## src/rtl/multicycle_ctrl.sv

```systemverilog
// multicycle_ctrl: multi-cycle control FSM for the 9-bit core.
// Holds the instruction register and sequences FETCH/DECODE/EXEC/MEM/WB.
// It drives ALUOp/FunctBit into the ALU decoder and strobes the PC,
// register-file and data-memory enables.
//
// Ports:
//   clk, rst_n          clock, asynchronous active-low reset
//   start               leave IDLE (sampled in IDLE only)
//   imem_req/ack/rdata  instruction fetch handshake and data
//   dmem_req/we/ack     data access handshake (we=1 store)
//   alu_zero            ALU zero flag, used by branches in EXEC
//   ALUOp, FunctBit     instruction class/funct to the ALU decoder
//   ir                  instruction register
//   pc_inc, pc_load     PC increment / PC load strobes
//   reg_we              register-file write strobe
//   halted              sticky halt indication
//   state               current FSM state (debug)
//   cycle_count         saturating count of cycles outside IDLE/HALT
//   instr_count         saturating count of retired instructions
module multicycle_ctrl #(
  parameter int IW    = 9,
  parameter int CNT_W = 16
) (
  input  logic             clk,
  input  logic             rst_n,
  input  logic             start,
  output logic             imem_req,
  input  logic             imem_ack,
  input  logic [IW-1:0]    imem_rdata,
  output logic             dmem_req,
  output logic             dmem_we,
  input  logic             dmem_ack,
  input  logic             alu_zero,
  output logic [1:0]       ALUOp,
  output logic [3:0]       FunctBit,
  output logic [IW-1:0]    ir,
  output logic             pc_inc,
  output logic             pc_load,
  output logic             reg_we,
  output logic             halted,
  output logic [2:0]       state,
  output logic [CNT_W-1:0] cycle_count,
  output logic [CNT_W-1:0] instr_count
);

  localparam logic [2:0] S_IDLE   = 3'd0;
  localparam logic [2:0] S_FETCH  = 3'd1;
  localparam logic [2:0] S_DECODE = 3'd2;
  localparam logic [2:0] S_EXEC   = 3'd3;
  localparam logic [2:0] S_MEM    = 3'd4;
  localparam logic [2:0] S_WB     = 3'd5;
  localparam logic [2:0] S_HALT   = 3'd6;

  logic [2:0]       state_q, state_d;
  logic [IW-1:0]    ir_q, ir_d;
  logic [CNT_W-1:0] cycle_cnt_q, cycle_cnt_d;
  logic [CNT_W-1:0] instr_cnt_q, instr_cnt_d;

  logic [1:0] cls;
  logic [3:0] funct;
  logic       is_halt, is_store, retire, in_decode_to_wb;

  assign cls      = ir_q[IW-1 -: 2];
  assign funct    = ir_q[IW-3 -: 4];
  assign is_halt  = (cls == 2'b11) && (funct[3:2] == 2'b11);
  assign is_store = (cls == 2'b11) && (funct[3:2] == 2'b01);

  always_comb begin
    state_d  = state_q;
    ir_d     = ir_q;
    imem_req = 1'b0;
    dmem_req = 1'b0;
    dmem_we  = 1'b0;
    pc_inc   = 1'b0;
    pc_load  = 1'b0;
    reg_we   = 1'b0;
    case (state_q)
      S_IDLE: begin
        if (start) state_d = S_FETCH;
      end
      S_FETCH: begin
        imem_req = 1'b1;
        if (imem_ack) begin
          ir_d    = imem_rdata;
          pc_inc  = 1'b1;
          state_d = S_DECODE;
        end
      end
      S_DECODE: begin
        state_d = is_halt ? S_HALT : S_EXEC;
      end
      S_EXEC: begin
        case (cls)
          2'b00, 2'b01: state_d = S_WB;
          2'b10: begin
            // funct[3]=1 is unconditional; otherwise taken on zero
            pc_load = funct[3] | alu_zero;
            state_d = S_FETCH;
          end
          default: begin
            if (!funct[3]) begin
              state_d = S_MEM;
            end else begin
              // funct[3:2]=11 (halt) never reaches EXEC
              pc_load = ~funct[2];
              state_d = S_FETCH;
            end
          end
        endcase
      end
      S_MEM: begin
        dmem_req = 1'b1;
        dmem_we  = is_store;
        if (dmem_ack) state_d = is_store ? S_FETCH : S_WB;
      end
      S_WB: begin
        reg_we  = 1'b1;
        state_d = S_FETCH;
      end
      S_HALT: begin
        state_d = S_HALT;
      end
      default: begin
        state_d = S_IDLE;
      end
    endcase
  end

  assign retire = ((state_q == S_EXEC) || (state_q == S_MEM) || (state_q == S_WB))
                  && (state_d == S_FETCH);

  always_comb begin
    cycle_cnt_d = cycle_cnt_q;
    instr_cnt_d = instr_cnt_q;
    if ((state_q != S_IDLE) && (state_q != S_HALT) && (cycle_cnt_q != '1))
      cycle_cnt_d = cycle_cnt_q + 1'b1;
    if (retire && (instr_cnt_q != '1))
      instr_cnt_d = instr_cnt_q + 1'b1;
  end

  always_ff @(posedge clk or negedge rst_n) begin
    if (!rst_n) begin
      state_q     <= S_IDLE;
      ir_q        <= '0;
      cycle_cnt_q <= '0;
      instr_cnt_q <= '0;
    end else begin
      state_q     <= state_d;
      ir_q        <= ir_d;
      cycle_cnt_q <= cycle_cnt_d;
      instr_cnt_q <= instr_cnt_d;
    end
  end

  assign in_decode_to_wb = (state_q >= S_DECODE) && (state_q <= S_WB);
  assign ALUOp       = in_decode_to_wb ? cls   : 2'b00;
  assign FunctBit    = in_decode_to_wb ? funct : 4'b0000;
  assign ir          = ir_q;
  assign halted      = (state_q == S_HALT);
  assign state       = state_q;
  assign cycle_count = cycle_cnt_q;
  assign instr_count = instr_cnt_q;

endmodule

```

## config.mk

```make
export PLATFORM = sky130hd
export DESIGN_NAME = multicycle_ctrl
export DESIGN_NICKNAME = d
export VERILOG_FILES = /design/src/rtl/multicycle_ctrl.sv
export SDC_FILE = /design/constraint.sdc
export NUM_CORES = 1
export LEC_CHECK = 0
export ABC_CLOCK_PERIOD_IN_PS = 2230
export BUFFER_PORTS_ARGS = -buffer_cell sky130_fd_sc_hd__buf_2
export CORE_UTILIZATION = 30
export DETAILED_ROUTE_END_ITERATION = 16
export HOLD_SLACK_MARGIN = 0.08
export PLACE_DENSITY = 0.48
export SYNTH_ARGS = -nofsm -noshare
export SYNTH_HDL_FRONTEND = slang
export SYNTH_SLANG_ARGS = --single-unit
```

## constraint.sdc

```tcl
create_clock -name clk -period 2.23 [get_ports clk]
set_input_delay 0.669 -clock clk [delete_from_list [all_inputs] [get_ports clk]]
set_output_delay 0.669 -clock clk [all_outputs]
set_load 0.05 [all_outputs]
```

# Yosys cells after proc, flatten, opt, wreduce, memory -nomap -nowiden
# Index checks and enable logic that the tools add are counted.
# Widths: inputs -> output; s select.
[word_totals]
reg_bits = 44
latchBits = 0
mem_bits_rw = 0
rom_bits = 0
input_bits = 15
out_inout_bits = 57
wordCells = 58
memories = 0
[op_classes]
n_addsub = 2
n_mul = 0
div = 0
order_cmp = 2
eq_ne = 15
n_shift = 0
muxes = 19
n_bitwise = 2
reduce_logical = 14
[op_table]
columns = ["cell", "n"]
rows = [
  ["$add 16x1->16 const B", 2],
  ["$ne 16x16->1 const B", 2],
  ["$pmux 3 s7", 1],
  ["$mux 3", 6],
  ["$eq 3x3->1 const B", 3],
  ["$mux 1", 8],
  ["$logic_and 1x1->1", 7],
  ["$eq 2x2->1 const B", 3],
  ["$eq 3x1->1 const B", 2],
  ["$eq 3x2->1 const B", 2],
  ["$pmux 3 s2", 1],
  ["$eq 2x1->1 const B", 2],
  ["$mux 4", 1],
  ["$ge 3x2->1 const B", 1],
  ["$le 3x3->1 const B", 1],
  ["$logic_not 3->1", 1],
  ["$ne 3x3->1 const B", 1],
  ["$reduce_bool 3->1", 1],
  ["$logic_not 2->1", 1],
  ["$logic_or 1x1->1", 2],
  ["$mux 2", 1],
  ["$pmux 1 s2", 1],
  ["$reduce_and 2->1", 1],
  ["$reduce_or 2->1", 1],
  ["2 further kinds", 2],
]

# Depth between registers and ports, before layout
[depth]
ltp_word = 8
mapped_depth = 7
mapped_depth_nobuf = 6

# Least setup slack after synthesis
# OpenSTA, ideal clock, no wires.
[synth_timing]
path_kind = "register to output"
from = "register state_q[0], in the netlist state[0]"
to = "output pc_inc"
t_arrival_ns = 2.700
slack_ns = -1.139
stages_incl_launch_ff = 6
path_buffers = 2
cell_sequence = "dfrtp_1 > buf_2 > inv_1 > nor3_1 > and2_1 > buf_2"
[synth_between]
elab_chain_len = 2
[synth_rtl]
columns = ["item", "line_no", "rtl"]
rows = [
  ["start: declaration", "54", "logic [2:0] state_q, state_d;"],
  ["start signal: assignment", "148", "state_q <= state_d;"],
  ["$eq 3x1->1", "77", "case (state_q)"],
  ["$mux 1", "77", ""],
  ["end: declaration", "37", "output logic pc_inc,"],
]
# No other way between the ends.

# Final worst setup path
[layout_timing]
from = "register ir_q[5], in the netlist ir[5]"
to = "output pc_load"
[layout_between]
elab_chain_len = 4
[layout_rtl]
columns = ["item", "line_no", "rtl"]
rows = [
  ["start: declaration", "55", "logic [IW-1:0] ir_q, ir_d;"],
  ["start signal: assignment", "149", "ir_q <= ir_d;"],
  ["$not 1->1", "105", "pc_load = ~funct[2];"],
  ["$mux 1", "101", "if (!funct[3]) begin"],
  ["$pmux 1 s2", "93", "case (cls)"],
  ["$mux 1", "77", ""],
  ["end: declaration", "38", "output logic pc_load,"],
]
# No other way between the ends.

==> metrics.md <==
| Metric | Value |
|---|---|
| Synthesis-stage register bit count | `44` |
| Setup crit start | `ir[5]` |
| Crit path to | `pc_load` |
| RSZ-0062 raised after global routing | `false` |
| R2R depth | `6` |
| Cell Chain, Critical Path | `or2b_1 > a211oi_4 > buf_4` |
| CORE AREA | `0.006907 mm²` |
| Pin count of the biggest net entering global routing | `45` |
| VDD IR max | `0.8859 mV` |
| Worst R2R Setup Slack | `170 ps` |
| Antenna Nets Post-Route | `0` |
| Fillers | `736` |
| Total Routing Usage GR | `14.56%` |
| Slowest library cell on the worst path | `dfrtp_2` |
| Slew @ Worst Pin | `561.9 ps` |
| Final Non-Filler Cells | `378` |
| EDFF count, synth | `0` |
| Root Driver | `clkbuf_8` |
| Cells after DPL | `366` |
| Clock skew | `6.749 ps` |
| Initial DRC Count | `43` |
| Utilization after layout | `41.92%` |
| GRT overflow | `0` |
| Reg clk slew, reported paths | `80 ps` |
| Die width | `87.39 µm` |
| CP Buf/Inv Count | `1` |
| Avg Vias per Cell | `4.685` |
| Number of library cell types mapped by synthesis | `36` |
| Synth area leader | `dfrtp_1` |
| PwrDens | `1407 mW/mm²` |
| Total CTS buffers | `5` |
| Ant diodes | `0` |
| Yosys warns | `0` |
| Final Critical Period | `2147 ps` |
| Hpwl dp | `3715 µm` |
| I/O pin count | `72` |
| Status | `complete, no violations` |
| Total power | `4.072 mW` |
| NumNets Final | `298` |
| Residual DRC count | `0` |
| Crit share post-route | `96.26%` |
| Area growth syn-to-layout | `32.38%` |
| Later-pin clock latency in the skew report | `290 ps` |
| FF-to-FF Start | `state[2]` |
| Post-synth ARST share | `100.0%` |
| Clock sinks | `44` |
| CTS tree | `done` |
| Crit-path leading delay family | `flip-flops` |
| Via count | `1771` |
| Mapped Cells | `197` |
| Crit path max fanout | `7` |
| Startpoint types | `flop` |
| RePlAce Congestion | `0.8226` |
| First-pass GRT wire length | `8590 µm` |
| Area share of the largest cell type after synthesis | `50.34%` |
| FF-to-FF End | `instr_count[5]` |
| Clock tree buffer depth | `2` |
| Chip height | `87.39 µm` |
| Final setup violation count | `0` |
| Worst setup path class | `flop to primary output` |
| Share of post-route cells with drive strength above 1 | `42.55%` |
| Commonest cells in the netlist | `dfrtp_1, xnor2_1, nand3_1` |
| Leakage | `1.444 nW` |
| FMAX | `465.8 MHz` |
| Peak per-stage delay on the critical path | `460 ps` |
| Synth Flop Type | `dfrtp_1` |
| Total stage count of the critical path | `3` |
| Crit path DAT | `1480 ps` |
| WL final | `5025 µm` |
| Starting Density | `31.67%` |
| Post-Syn Area per Cell | `11.10 µm²` |
| H-tree depth | `2` |
| Synth Cell Area | `0.002187 mm²` |
| Type of the worst min-delay path | `input pin to async pin` |
| Initial antenna violation count | `0` |
| Wirelength per Cell | `13.29 µm` |
| CP required | `1560 ps` |
| Total of max-cap violations | `0` |
| Most frequent cell after synthesis | `dfrtp_1` |
| Die area | `0.007636 mm²` |
| Number of core rows | `30` |
| Final hold violations | `0` |
| Number of global-route vias before repair | `1730` |
| Drt pass-1 iters | `4` |
| Worst slew margin | `62.54%` |
| Syn_nets | `214` |
| Sequential area share after synthesis | `50.34%` |
| Dominant cells by area after synthesis | `dfrtp_1, xnor2_1, mux2_2, xor2_1, nand3_1` |
| Element type at the critical path end | `primary output` |
| Slew Viols, Final | `0` |
| Port Buffers | `71` |
[where the power goes]
| group | leakage [nW] | internal [mW] | switching, mW |
|---|---|---|---|
| Sequential | 0.565 | 1.02 | 0.257 |
| Combinational | 0.829 | 0.704 | 1.58 |
| Clock | 0.0510 | 0.247 | 0.263 |
[sequential cells by signal, summed over array words and instances, names as in the netlist]
| signal | cells |
|---|---|
| state | 3 |
| cycle_count | 16 |
| ir | 9 |
| instr_count | 16 |
[worst min-delay path by stage]
| stage | end | slack, ps | depth (start not counted) |
|---|---|---|---|
| 4_1_cts | cycle_count[2] | 470 | 2 |
| 2_1_floorplan | cycle_count[0] | 370 | 0 |
| 3_5_place_dp | instr_count[15] | 470 | 1 |
| 3_3_place_gp | instr_count[15] | 470 | 1 |
| 5_1_grt | instr_count[15] | 500 | 1 |
| 6_report | cycle_count[0] | 450 | 2 |
[per-stage QoR]
| step | worst slack, ps | setup TNS (ps) | cell area [µm²] | hold slack (ps) |
|---|---|---|---|---|
| floorplan | -120.3 | -120.3 | 2262 | 373.4 |
| global placement | 190.4 | 0 | 2735 | 471.1 |
| detailed placement | 157.3 | 0 | 2735 | 469.3 |
| CTS | 14.80 | 0 | 2870 | 466.7 |
| global route | 11.45 | 0 | 2895 | 496.0 |
| finish | 83.32 | 0 | 2895 | 445.0 |
[logic make-up (layout without fill, tap and decap cells)]
family,after synthesis,after routing,share of synthesized area [%]
AO/OA/AOI/OAI,11,11,4.290
multiplexers,12,12,6.179
AND/OR/NAND/NOR,90,90,24.43
flip-flops,44,44,50.34
adder cells (fa/ha/maj),2,2,1.144
buffers and inverters,8,93,1.602
XOR/XNOR,30,30,12.01
[layer usage]
| metal | wire length (µm) | vias up | track usage (%) |
|---|---|---|---|
| met1 | 2475 | 846 | 20.41 |
| met2 | 2233 | 49 | 22.23 |
| li1 | - | 870 | - |
| met4 | 69 | 0 | 4.471 |
| met5 | 0 | - | 0 |
| met3 | 247 | 6 | 3.318 |
[layout make-up]
cell class	count	area [µm²]	share of cell area [%]
clock inverter	2	10.01	0.3457
sequential	44	1107	38.25
clock buffer	6	82.58	2.852
inverter	4	15.01	0.5186
timing repair buffer	81	452.9	15.64
multi-input combinational	145	1107	38.25
tap	96	120.1	4.149
[worst reg2reg max path, cell delays in order, from the launching register on]
cell	delay, ps
dfrtp_2	480
buf_4	170
a41o_1	220
nand3_1	170
nand4_4	200
or4_1	580
xnor2_1	140
[layout by cell type (no fill, tap or decap), types with 2 or more instances in the layout]
cell / Yosys / final
buf_2: 4 / 62
dfrtp_1: 44 / 39
buf_4: 0 / 18
xnor2_1: 17 / 17
nand3_1: 14 / 14
nand2_1: 13 / 13
mux2_2: 12 / 12
xor2_1: 13 / 12
and3_1: 9 / 8
and2_1: 9 / 8
nor2_1: 10 / 8
nand4_1: 8 / 8
clkbuf_8: 0 / 6
dfrtp_2: 0 / 5
nor4_1: 4 / 4
nor3_1: 5 / 4
nor2b_1: 3 / 3
inv_1: 4 / 3
or4_1: 3 / 3
and4_1: 3 / 3
ha_1: 2 / 2
clkinv_2: 0 / 2
[repair_timing]
item	4_1_cts	5_1_grt
setup buffers	2	2
pin swaps	1	0
endpoints found under the setup margin	9	9
hold buffers	0	0
gates resized for setup	9	4
Power figures use the tool's default switching activity.
